## src/rtl/core_ctrl_pkg.sv

```systemverilog
`default_nettype none
// ============================================================
// core_ctrl_pkg : shared types and constants for core pipeline control
// Rev 1.0
// ============================================================
package core_ctrl_pkg;

  typedef enum logic [1:0] {
    ST_RUN      = 2'd0,
    ST_MEM_WAIT = 2'd1,
    ST_MD_WAIT  = 2'd2
  } ctrl_state_t;

  localparam logic [4:0] REG_ZERO      = 5'd0;
  localparam int         CNT_W_DEFAULT = 32;

endpackage
`default_nettype wire

```

## src/rtl/sat_counter.sv

```systemverilog
`default_nettype none
// ============================================================
// sat_counter : up-counter that sticks at all-ones instead of wrapping
// Rev 1.0
// ============================================================
module sat_counter #(
  parameter int WIDTH = 32
) (
  input  logic             clk,
  input  logic             rst_n,
  input  logic             inc,
  output logic [WIDTH-1:0] count
);

  logic [WIDTH-1:0] r_count;

  always_ff @(posedge clk or negedge rst_n) begin
    if (!rst_n) begin
      r_count <= '0;
    end else if (inc && (r_count != '1)) begin
      r_count <= r_count + WIDTH'(1);
    end
  end

  assign count = r_count;

endmodule
`default_nettype wire

```

## src/rtl/hazard_stall_controller.sv

```systemverilog
`default_nettype none
// ============================================================
// hazard_stall_controller : stall/bubble/flush sequencer for the 5-stage core
// Rev 1.0
// ============================================================
module hazard_stall_controller
  import core_ctrl_pkg::*;
#(
  parameter int MD_TIMEOUT = 64,
  parameter int CNT_W      = CNT_W_DEFAULT
) (
  input  logic             clk,
  input  logic             rst_n,
  input  logic [4:0]       ID_rs1,
  input  logic [4:0]       ID_rs2,
  input  logic             ID_uses_rs1,
  input  logic             ID_uses_rs2,
  input  logic [4:0]       ID_EX_rd,
  input  logic             ID_EX_MemRead,
  input  logic             ID_EX_is_muldiv,
  input  logic             EX_branch_taken,
  input  logic             EX_MEM_MemAccess,
  input  logic             dmem_ready,
  input  logic             muldiv_done,
  output logic             PC_stall,
  output logic             IF_ID_stall,
  output logic             ID_EX_stall,
  output logic             ID_EX_bubble,
  output logic             EX_MEM_stall,
  output logic             EX_MEM_bubble,
  output logic             MEM_WB_bubble,
  output logic             IF_ID_flush,
  output logic             muldiv_start,
  output logic             md_timeout_err,
  output logic [CNT_W-1:0] stall_cycles,
  output logic [CNT_W-1:0] flush_events
);

  localparam int                    c_MD_CNT_W = $clog2(MD_TIMEOUT + 1);
  localparam logic [c_MD_CNT_W-1:0] c_MD_LIMIT = c_MD_CNT_W'(MD_TIMEOUT);
  localparam logic [c_MD_CNT_W-1:0] c_MD_ONE   = c_MD_CNT_W'(1);

  ctrl_state_t           r_state, w_state_next;
  logic [c_MD_CNT_W-1:0] r_md_cnt, w_md_cnt_next;
  logic                  r_md_timeout_err, w_md_timeout_set;
  logic                  w_mem_wait, w_load_use;
  logic                  w_pc_stall, w_if_id_stall, w_id_ex_stall, w_id_ex_bubble;
  logic                  w_ex_mem_stall, w_ex_mem_bubble, w_mem_wb_bubble;
  logic                  w_if_id_flush, w_muldiv_start;

  assign w_mem_wait = EX_MEM_MemAccess && !dmem_ready;
  assign w_load_use = ID_EX_MemRead && (ID_EX_rd != REG_ZERO) &&
                      ((ID_EX_rd == ID_rs1 && ID_uses_rs1) ||
                       (ID_EX_rd == ID_rs2 && ID_uses_rs2));

  always_comb begin
    w_state_next     = r_state;
    w_md_cnt_next    = r_md_cnt;
    w_md_timeout_set = 1'b0;
    w_pc_stall       = 1'b0;
    w_if_id_stall    = 1'b0;
    w_id_ex_stall    = 1'b0;
    w_id_ex_bubble   = 1'b0;
    w_ex_mem_stall   = 1'b0;
    w_ex_mem_bubble  = 1'b0;
    w_mem_wb_bubble  = 1'b0;
    w_if_id_flush    = 1'b0;
    w_muldiv_start   = 1'b0;
    case (r_state)
      ST_RUN: begin
        // A dmem wait freezes EX too, so a branch or muldiv there waits its turn.
        if (w_mem_wait) begin
          {w_pc_stall, w_if_id_stall, w_id_ex_stall} = 3'b111;
          {w_ex_mem_stall, w_mem_wb_bubble}          = 2'b11;
          w_state_next                               = ST_MEM_WAIT;
        end else if (EX_branch_taken) begin
          w_if_id_flush  = 1'b1;
          w_id_ex_bubble = 1'b1;
        end else if (ID_EX_is_muldiv) begin
          w_muldiv_start                             = 1'b1;
          {w_pc_stall, w_if_id_stall, w_id_ex_stall} = 3'b111;
          w_ex_mem_bubble                            = 1'b1;
          w_md_cnt_next                              = c_MD_ONE;
          w_state_next                               = ST_MD_WAIT;
        end else if (w_load_use) begin
          {w_pc_stall, w_if_id_stall, w_id_ex_bubble} = 3'b111;
        end
      end
      ST_MEM_WAIT: begin
        if (!dmem_ready) begin
          {w_pc_stall, w_if_id_stall, w_id_ex_stall} = 3'b111;
          {w_ex_mem_stall, w_mem_wb_bubble}          = 2'b11;
        end else begin
          w_state_next = ST_RUN;
        end
      end
      ST_MD_WAIT: begin
        // Releasing in the done cycle lets EX_MEM capture the result.
        if (muldiv_done) begin
          w_md_cnt_next = '0;
          w_state_next  = ST_RUN;
        end else if (r_md_cnt == c_MD_LIMIT) begin
          w_md_timeout_set = 1'b1;
          w_md_cnt_next    = '0;
          w_state_next     = ST_RUN;
        end else begin
          {w_pc_stall, w_if_id_stall, w_id_ex_stall} = 3'b111;
          w_ex_mem_bubble                            = 1'b1;
          w_md_cnt_next                              = r_md_cnt + c_MD_ONE;
        end
      end
      default: begin
        w_state_next  = ST_RUN;
        w_md_cnt_next = '0;
      end
    endcase
  end

  always_ff @(posedge clk or negedge rst_n) begin
    if (!rst_n) begin
      r_state          <= ST_RUN;
      r_md_cnt         <= '0;
      r_md_timeout_err <= 1'b0;
    end else begin
      r_state  <= w_state_next;
      r_md_cnt <= w_md_cnt_next;
      if (w_md_timeout_set) begin
        r_md_timeout_err <= 1'b1;
      end
    end
  end

  // Controls are gated by rst_n so a reset silences the pipeline at once.
  assign PC_stall       = rst_n && w_pc_stall;
  assign IF_ID_stall    = rst_n && w_if_id_stall;
  assign ID_EX_stall    = rst_n && w_id_ex_stall;
  assign ID_EX_bubble   = rst_n && w_id_ex_bubble;
  assign EX_MEM_stall   = rst_n && w_ex_mem_stall;
  assign EX_MEM_bubble  = rst_n && w_ex_mem_bubble;
  assign MEM_WB_bubble  = rst_n && w_mem_wb_bubble;
  assign IF_ID_flush    = rst_n && w_if_id_flush;
  assign muldiv_start   = rst_n && w_muldiv_start;
  assign md_timeout_err = r_md_timeout_err;

  sat_counter #(.WIDTH(CNT_W)) u_stall_cnt (
    .clk   (clk),
    .rst_n (rst_n),
    .inc   (PC_stall),
    .count (stall_cycles)
  );

  sat_counter #(.WIDTH(CNT_W)) u_flush_cnt (
    .clk   (clk),
    .rst_n (rst_n),
    .inc   (IF_ID_flush),
    .count (flush_events)
  );

endmodule
`default_nettype wire

```

## config.mk

```make
export PLATFORM = sky130hd
export DESIGN_NAME = hazard_stall_controller
export DESIGN_NICKNAME = d
export VERILOG_FILES = /design/src/rtl/core_ctrl_pkg.sv /design/src/rtl/sat_counter.sv /design/src/rtl/hazard_stall_controller.sv
export SDC_FILE = /design/constraint.sdc
export NUM_CORES = 1
export LEC_CHECK = 0
export ABC_AREA = 1
export CAP_MARGIN = 20
export CORE_MARGIN = 2
export CORE_UTILIZATION = 65
export CTS_CLUSTER_SIZE = 40
export DETAILED_ROUTE_END_ITERATION = 6
export DONT_BUFFER_PORTS = 1
export PLACE_DENSITY = 0.83
export SLEW_MARGIN = 10
export SYNTH_ARGS = -nofsm -noshare
export SYNTH_HDL_FRONTEND = slang
export SYNTH_HIERARCHICAL = 1
export SYNTH_SLANG_ARGS = --single-unit
```

## constraint.sdc

```tcl
create_clock -name clk -period 5.49 [get_ports clk]
set_input_delay 0.549 -clock clk [delete_from_list [all_inputs] [get_ports clk]]
set_output_delay 0.549 -clock clk [all_outputs]
set_load 0.05 [all_outputs]
```

==> results.py, run 1 <==
metrics = {
    "run_status": {
        "status": "complete, no violations",
    },
    "floorplanning": {
        "die-width_um": 93.8,
        "chipHeight_um": 93.8,
        "initial_core_util_pct": 67.5,
        "dieArea_sq_um": 8800,
        "row_count": 32,
        "fp.coreArea_sq_um": 7770,
        "io_pins": 99,
    },
    "grt": {
        "grt_start_max_net_pins": 75,
        "grt_pass1_wl_mm": 22.5,
        "grt_usage_pct": 31.8,
        "grt_antenna_before_repair": 0,
        "grt_pass1_vias": 5016,
        "gr-total-overflow": 0,
    },
    "logic_synthesis": {
        "syn-num-nets": 839,
        "yosysMostFrequentCell": "nand2_1",
        "netlist.area_leader.share_pct": 35.3,
        "ys_top_cells_by_area": "dfrtp_1 35%, nand2_1 24%, nor2_1 8.5%",
        "synth.cell_area_sq_um": 5240,
        "yosys.cell_types.count": 32,
        "ys_seq_area_share_pct": 35.3,
        "yosysWarnings": 6,
        "ys_async_sr_fraction_pct": 100,
        "synth-edff-count": 0,
        "ys.flop_type": "dfrtp_1",
        "syn_area_per_cell_sq_um": 6.47,
        "netlist_instances": 810,
        "ys_ff_latch": 74,
        "synth_commonest_cells": "334 x nand2_1, 118 x nor2_1, 84 x inv_1",
        "synth_area_leader_cell": "dfrtp_1",
    },
    "setup_path": {
        "crit_fanout": 8,
        "cp-start-kind": "register",
        "r2r_end": "u_flush_cnt/count[26]$_DFFE_PN0P_",
        "reg2reg_from": "r_state[0]$_DFFE_PN0P_",
        "end_kind": "register",
        "cp.required_ps": 5740,
        "rrSetupSlack_ps": 2430,
        "path_class": "reg2reg",
        "crit_arrival_ps": 3310,
        "ff2ff_path_depth": 12,
    },
    "layout": {
        "num-fill-cells": 654,
        "num_antenna_cells": 0,
        "syn_to_final_growth_pct": 5.04,
        "multi_input_area_sq_um": 2940,
        "drive_above_1_share_pct": 8.10,
        "utilization_pct": 70.9,
        "seq_area_sq_um": 1850,
        "fin_nets": 840,
    },
    "pwr": {
        "power.density_nw_per_um2": 252,
        "leakage_nw": 2.50,
        "vdd_ir_drop_max_uv": 245,
    },
    "sta": {
        "fmax_ghz": 0.327,
        "setup_slack_ps": 2430,
        "slew_headroom_pct": 24.5,
        "totalNegativeSetupSlack_ps": 0,
        "worst_pin_slew_ps": 1140,
        "maxSlewViolCount": 0,
        "min_period_ps": 3060,
        "finalCritPeriodShare_pct": 55.7,
        "finalSetupViolations": 0,
        "hold_viol": 0,
        "rsz0062_at_grt": "no",
        "skew_ps": 12.0,
    },
    "cts": {
        "cts_setup_buffers": 0,
        "h-tree-depth": 3,
        "ctsRootBufferMaster": "clkbuf_8",
        "clockBufferDepth": 2,
        "insertion_delay_ps": 360,
        "clk_pin_slew_worst_paths_ps": 90,
        "cts_tree": "built",
        "numClockSinks": 74,
        "ctsResizeCount": 0,
        "numCtsBuffers": 9,
    },
    "drt": {
        "wl_per_cell_um": 14.9,
        "ant_nets": 0,
        "wl_mm": 13.6,
        "drtIter0Drc": 466,
        "first_pass_iters": 5,
        "viasPerCell": 5.72,
        "remaining_drc_errors": 0,
        "vias": 5247,
    },
    "placement": {
        "portBuffers": 0,
        "place.detailed.hpwl_mm": 9.94,
        "dp_slack_ps": 2540,
        "gp_congestion": 0.973,
    },
    "min_path": {
        "hold_path_class": "in2async",
    },
    "run": {
        "drv_cap": 0,
    },
}
## stage by stage
step,hold WS [ps],cells,area [sq um],power (mW)
after CTS,86.8,917,5510,1.39
after detailed placement,257,901,5270,0.922
after global placement,258,901,5270,0.912
final,67.5,917,5510,1.39
after floorplan,253,810,5240,0.886
after global routing,91.6,917,5510,1.45
## final cells by class
type | count | area share, %
clock buffers | 10 | 2.32
clock inverters | 5 | 1.45
well taps | 102 | 2.32
repair buffers | 2 | 0.636
flip-flops and latches | 74 | 33.6
multi-input cells | 633 | 53.4
inverters | 91 | 6.20
## cells in the final DEF (no fill, tap or decap), types with 4 or more instances in the layout
master and n:
nand2_1 334, inv_2 7, o21ai_0 7, nand2_4 4, xnor2_1 12, nor2_4 8, nand3_1 52, inv_1 84
clkbuf_8 9, a21oi_1 4, nand2_2 13, ha_1 4, nand4_1 27, nor2_2 11, nor2_1 117, dfrtp_1 74
nand3b_1 17, o21ai_1 6
## cell families after synthesis
| group | after synthesis | synth area share [%] |
|---|---|---|
| adder cells (fa/ha/maj) | 4 | 0.955 |
| AND/OR/NAND/NOR | 590 | 49.7 |
| AO/OA/AOI/OAI | 24 | 2.86 |
| XOR/XNOR | 15 | 2.51 |
| buffers and inverters | 103 | 8.59 |
| flip-flops | 74 | 35.3 |
## metal layers
metal	up-vias	wire [um]	global-route usage [%]
li1	2513	-	-
met1	2424	5480	38.6
met2	265	6600	53.3
met3	45	1140	7.22
met4	0	402	14.9
met5	-	0	0
## flip-flops by register name, indices dropped and copies added, names as in the netlist
name	cells
u_flush_cnt/count	32
u_stall_cnt/count	32
r_md_cnt	7
r_state	2
md_timeout_err	1
## worst max-delay path by stage
| stage | startpoint | to | slack [ps] | cells after the start |
|---|---|---|---|---|
| 2_1_floorplan | ID_EX_is_muldiv | u_stall_cnt/count[19]$_DFFE_PN0P_ | 3010 | 15 |
| 3_3_place_gp | dmem_ready | u_flush_cnt/count[26]$_DFFE_PN0P_ | 2700 | 11 |
| 3_5_place_dp | r_state[0]$_DFFE_PN0P_ | u_flush_cnt/count[18]$_DFFE_PN0P_ | 2540 | 12 |
| 4_1_cts | r_state[0]$_DFFE_PN0P_ | ID_EX_bubble | 2450 | 7 |
| 5_1_grt | r_state[0]$_DFFE_PN0P_ | u_flush_cnt/count[26]$_DFFE_PN0P_ | 2220 | 12 |
| 6_report | r_state[0]$_DFFE_PN0P_ | u_flush_cnt/count[26]$_DFFE_PN0P_ | 2430 | 12 |
## what timing repair did
| item | 4_1_cts | 5_1_grt |
|---|---|---|
| hold endpoints to repair | 74 | 0 |
| hold buffers | 1 | 0 |
| setup endpoints to repair | 0 | 0 |
## worst max-delay path, cell delays in order, from the launching register on
cell and delay (ps):
dfrtp_1 440, inv_2 130, nand2_4 90, a21oi_2 140
nand2_1 110, nor2_2 740, inv_1 230, nor2_1 310
nand2_1 80, nor2_1 370, nand3_1 150, nand2_1 90
nand2_1 60
## where the power goes
part	internal, mW	leakage, nW	switching [mW]	total (mW)
combinational	0.0625	1.38	0.124	0.187
clock	0.253	0.0984	0.210	0.463
sequential	0.577	1.02	0.163	0.740
Note: power is estimated with default switching activity, not from simulation.
==> inputs of run 2 (changes only) <==
Clock period 5.49 ns to 3.2 ns, I/O delays scaled along.
==> run 2 against run 1 <==
- cell area increased by 6.2%
- register-to-register slack got worse by 1700 ps
- utilization increased by 4.4 points
- wire length increased by 1.9%
- fmax increased by 25%
- via count increased by 1.1%
- cell count increased by 4.8%
- flip-flop and latch count unchanged
- non-clock buffer count increased by 43
==> results.py, run 2 (synthesis results as in run 1) <==
metrics = {
    "floorplanning": {
        "initial_core_util_pct": 67.5,
        "fp.coreArea_sq_um": 7770,
        "dieArea_sq_um": 8800,
        "chipHeight_um": 93.8,
        "row_count": 32,
        "io_pins": 99,
        "die-width_um": 93.8,
    },
    "grt": {
        "grt_usage_pct": 32.2,
        "grt_antenna_before_repair": 0,
        "gr-total-overflow": 0,
        "grt_start_max_net_pins": 75,
        "grt_pass1_wl_mm": 22.6,
        "grt_pass1_vias": 4953,
    },
    "setup_path": {
        "worst_path_max_delay_cell": "dfrtp_1",
        "crit_path_frequent_cell": "nand2_1",
        "rrSetupSlack_ps": 750,
        "path_class": "reg2reg",
        "cp-start-kind": "register",
        "crit_chain": "inv_1 > ha_1 > nand4_1 > nand2_2 > nand2_1 > nand2_1 > nand2_1 > buf_4 > inv_1 > nor2_2 > nand2_1 > nor2_1 > nand2_1 > nor2_1 > nor2_1",
        "r2r_end": "u_stall_cnt/count[15]$_DFFE_PN0P_",
        "reg2reg_from": "r_md_cnt[0]$_DFFE_PN0P_",
        "crit_arrival_ps": 2700,
        "end_kind": "register",
        "critPathMaxStageDelay_ps": 460,
        "ff2ff_path_depth": 15,
        "crit_fanout": 7,
        "worstSetupEndpoint": "u_stall_cnt/count[15]$_DFFE_PN0P_",
        "worstSetupStartpoint": "r_md_cnt[0]$_DFFE_PN0P_",
        "cp.required_ps": 3450,
    },
    "placement": {
        "place.detailed.hpwl_mm": 10.3,
        "gp_congestion": 1.02,
        "portBuffers": 0,
        "place_inst": 943,
    },
    "layout": {
        "final-instance-count-excl-fill": 961,
        "layout_common_cells": "334 x nand2_1, 117 x nor2_1, 84 x inv_1",
        "num_antenna_cells": 0,
        "syn_to_final_growth_pct": 11.5,
        "drive_above_1_share_pct": 12.8,
        "fin_nets": 883,
        "final_common_cell": "nand2_1",
    },
    "sta": {
        "maxSlewViolCount": 0,
        "worst_pin_slew_ps": 929,
        "hold_viol": 0,
        "finalSetupViolations": 0,
        "totalNegativeSetupSlack_ps": 0,
        "skew_ps": 11.9,
        "fmax_ghz": 0.408,
        "slew_headroom_pct": 37.8,
        "rsz0062_at_grt": "no",
        "finalCritPeriodShare_pct": 76.7,
        "min_period_ps": 2450,
    },
    "cts": {
        "ctsResizeCount": 0,
        "numClockSinks": 74,
        "clk_pin_slew_worst_paths_ps": 80,
        "postCtsHoldBufs": 2,
        "h-tree-depth": 3,
        "insertion_delay_ps": 360,
        "ctsRootBufferMaster": "clkbuf_8",
        "numCtsBuffers": 9,
        "cts_tree": "built",
        "cts_setup_buffers": 0,
        "clockBufferDepth": 2,
    },
    "drt": {
        "ant_nets": 0,
        "viasPerCell": 5.52,
        "wl_mm": 13.9,
        "wl_per_cell_um": 14.5,
        "vias": 5305,
        "drtIter0Drc": 340,
        "first_pass_iters": 6,
        "remaining_drc_errors": 0,
    },
    "run": {
        "drv_cap": 0,
    },
    "pwr": {
        "leakage_nw": 2.74,
        "vdd_ir_drop_max_uv": 504,
        "power.density_nw_per_um2": 426,
    },
    "run_status": {
        "status": "complete, no violations",
    },
    "min_path": {
        "hold_path_class": "in2reg",
    },
}
-- run 2: cell count changes in the layout (fill, tap and decap cells not counted), sizes merged --
cell / delta
clkinvlp: -1
dlygate4sd3: +1
buf: +42
clkbuf: -1
inv: +3
-- run 2: per-layer routing --
layer	up-vias	wire (um)	track usage (%)
li1	2595	-	-
met1	2422	5660	40.6
met2	256	6790	54.7
met3	32	1160	6.50
met4	0	286	12.1
met5	-	0	0
-- run 2: worst min path at each step --
| stage | slack [ps] | end | depth (start not counted) | startpoint |
|---|---|---|---|---|
| after floorplan | 20 | md_timeout_err$_DFFE_PN0P_ | 0 | rst_n |
| after global placement | 30 | r_state[1]$_DFFE_PN0P_ | 0 | rst_n |
| after detailed placement | 30 | r_state[1]$_DFFE_PN0P_ | 0 | rst_n |
| after CTS | 150 | r_md_cnt[1]$_DFFE_PN0P_ | 3 | muldiv_done |
| after global routing | 160 | r_md_cnt[1]$_DFFE_PN0P_ | 3 | muldiv_done |
| final | 160 | r_md_cnt[1]$_DFFE_PN0P_ | 3 | muldiv_done |
-- run 2: metrics by stage --
step / hold WS, ps / area [sq um] / power, mW / setup WS (ps) / utilization [%]
3_5_place_dp: 26.8 / 5590 / 1.64 / 829 / 71.9
6_report: 157 / 5850 / 2.49 / 747 / 75.3
5_1_grt: 160 / 5850 / 2.61 / 502 / 75.3
2_1_floorplan: 24.4 / 5240 / 1.52 / 738 / -
4_1_cts: 147 / 5850 / 2.50 / 766 / 75.3
3_3_place_gp: 27.0 / 5590 / 1.62 / 923 / 71.9
-- run 2: cell type report --
cell class / count / area [sq um]
multi-input combinational: 633 / 2940
fill: 616 / 1920
sequential: 74 / 1850
timing repair buffer: 45 / 360
inverter: 91 / 342
tap: 102 / 128
clock buffer: 9 / 124
clock inverter: 7 / 98.8
-- run 2: where the power goes --
group	leakage, nW	internal [mW]	switching (mW)
logic	1.61	0.152	0.377
registers	1.02	0.992	0.132
clock network	0.111	0.446	0.392
total	2.74	1.59	0.901
-- run 2: worst max-delay path: cells and delay by family (launching register included) --
| family | cells | cell delay (ps) |
|---|---|---|
| adder cells (fa/ha/maj) | 1 | 220 |
| buffers and inverters | 3 | 420 |
| flip-flops | 1 | 460 |
| AND/OR/NAND/NOR | 11 | 1240 |
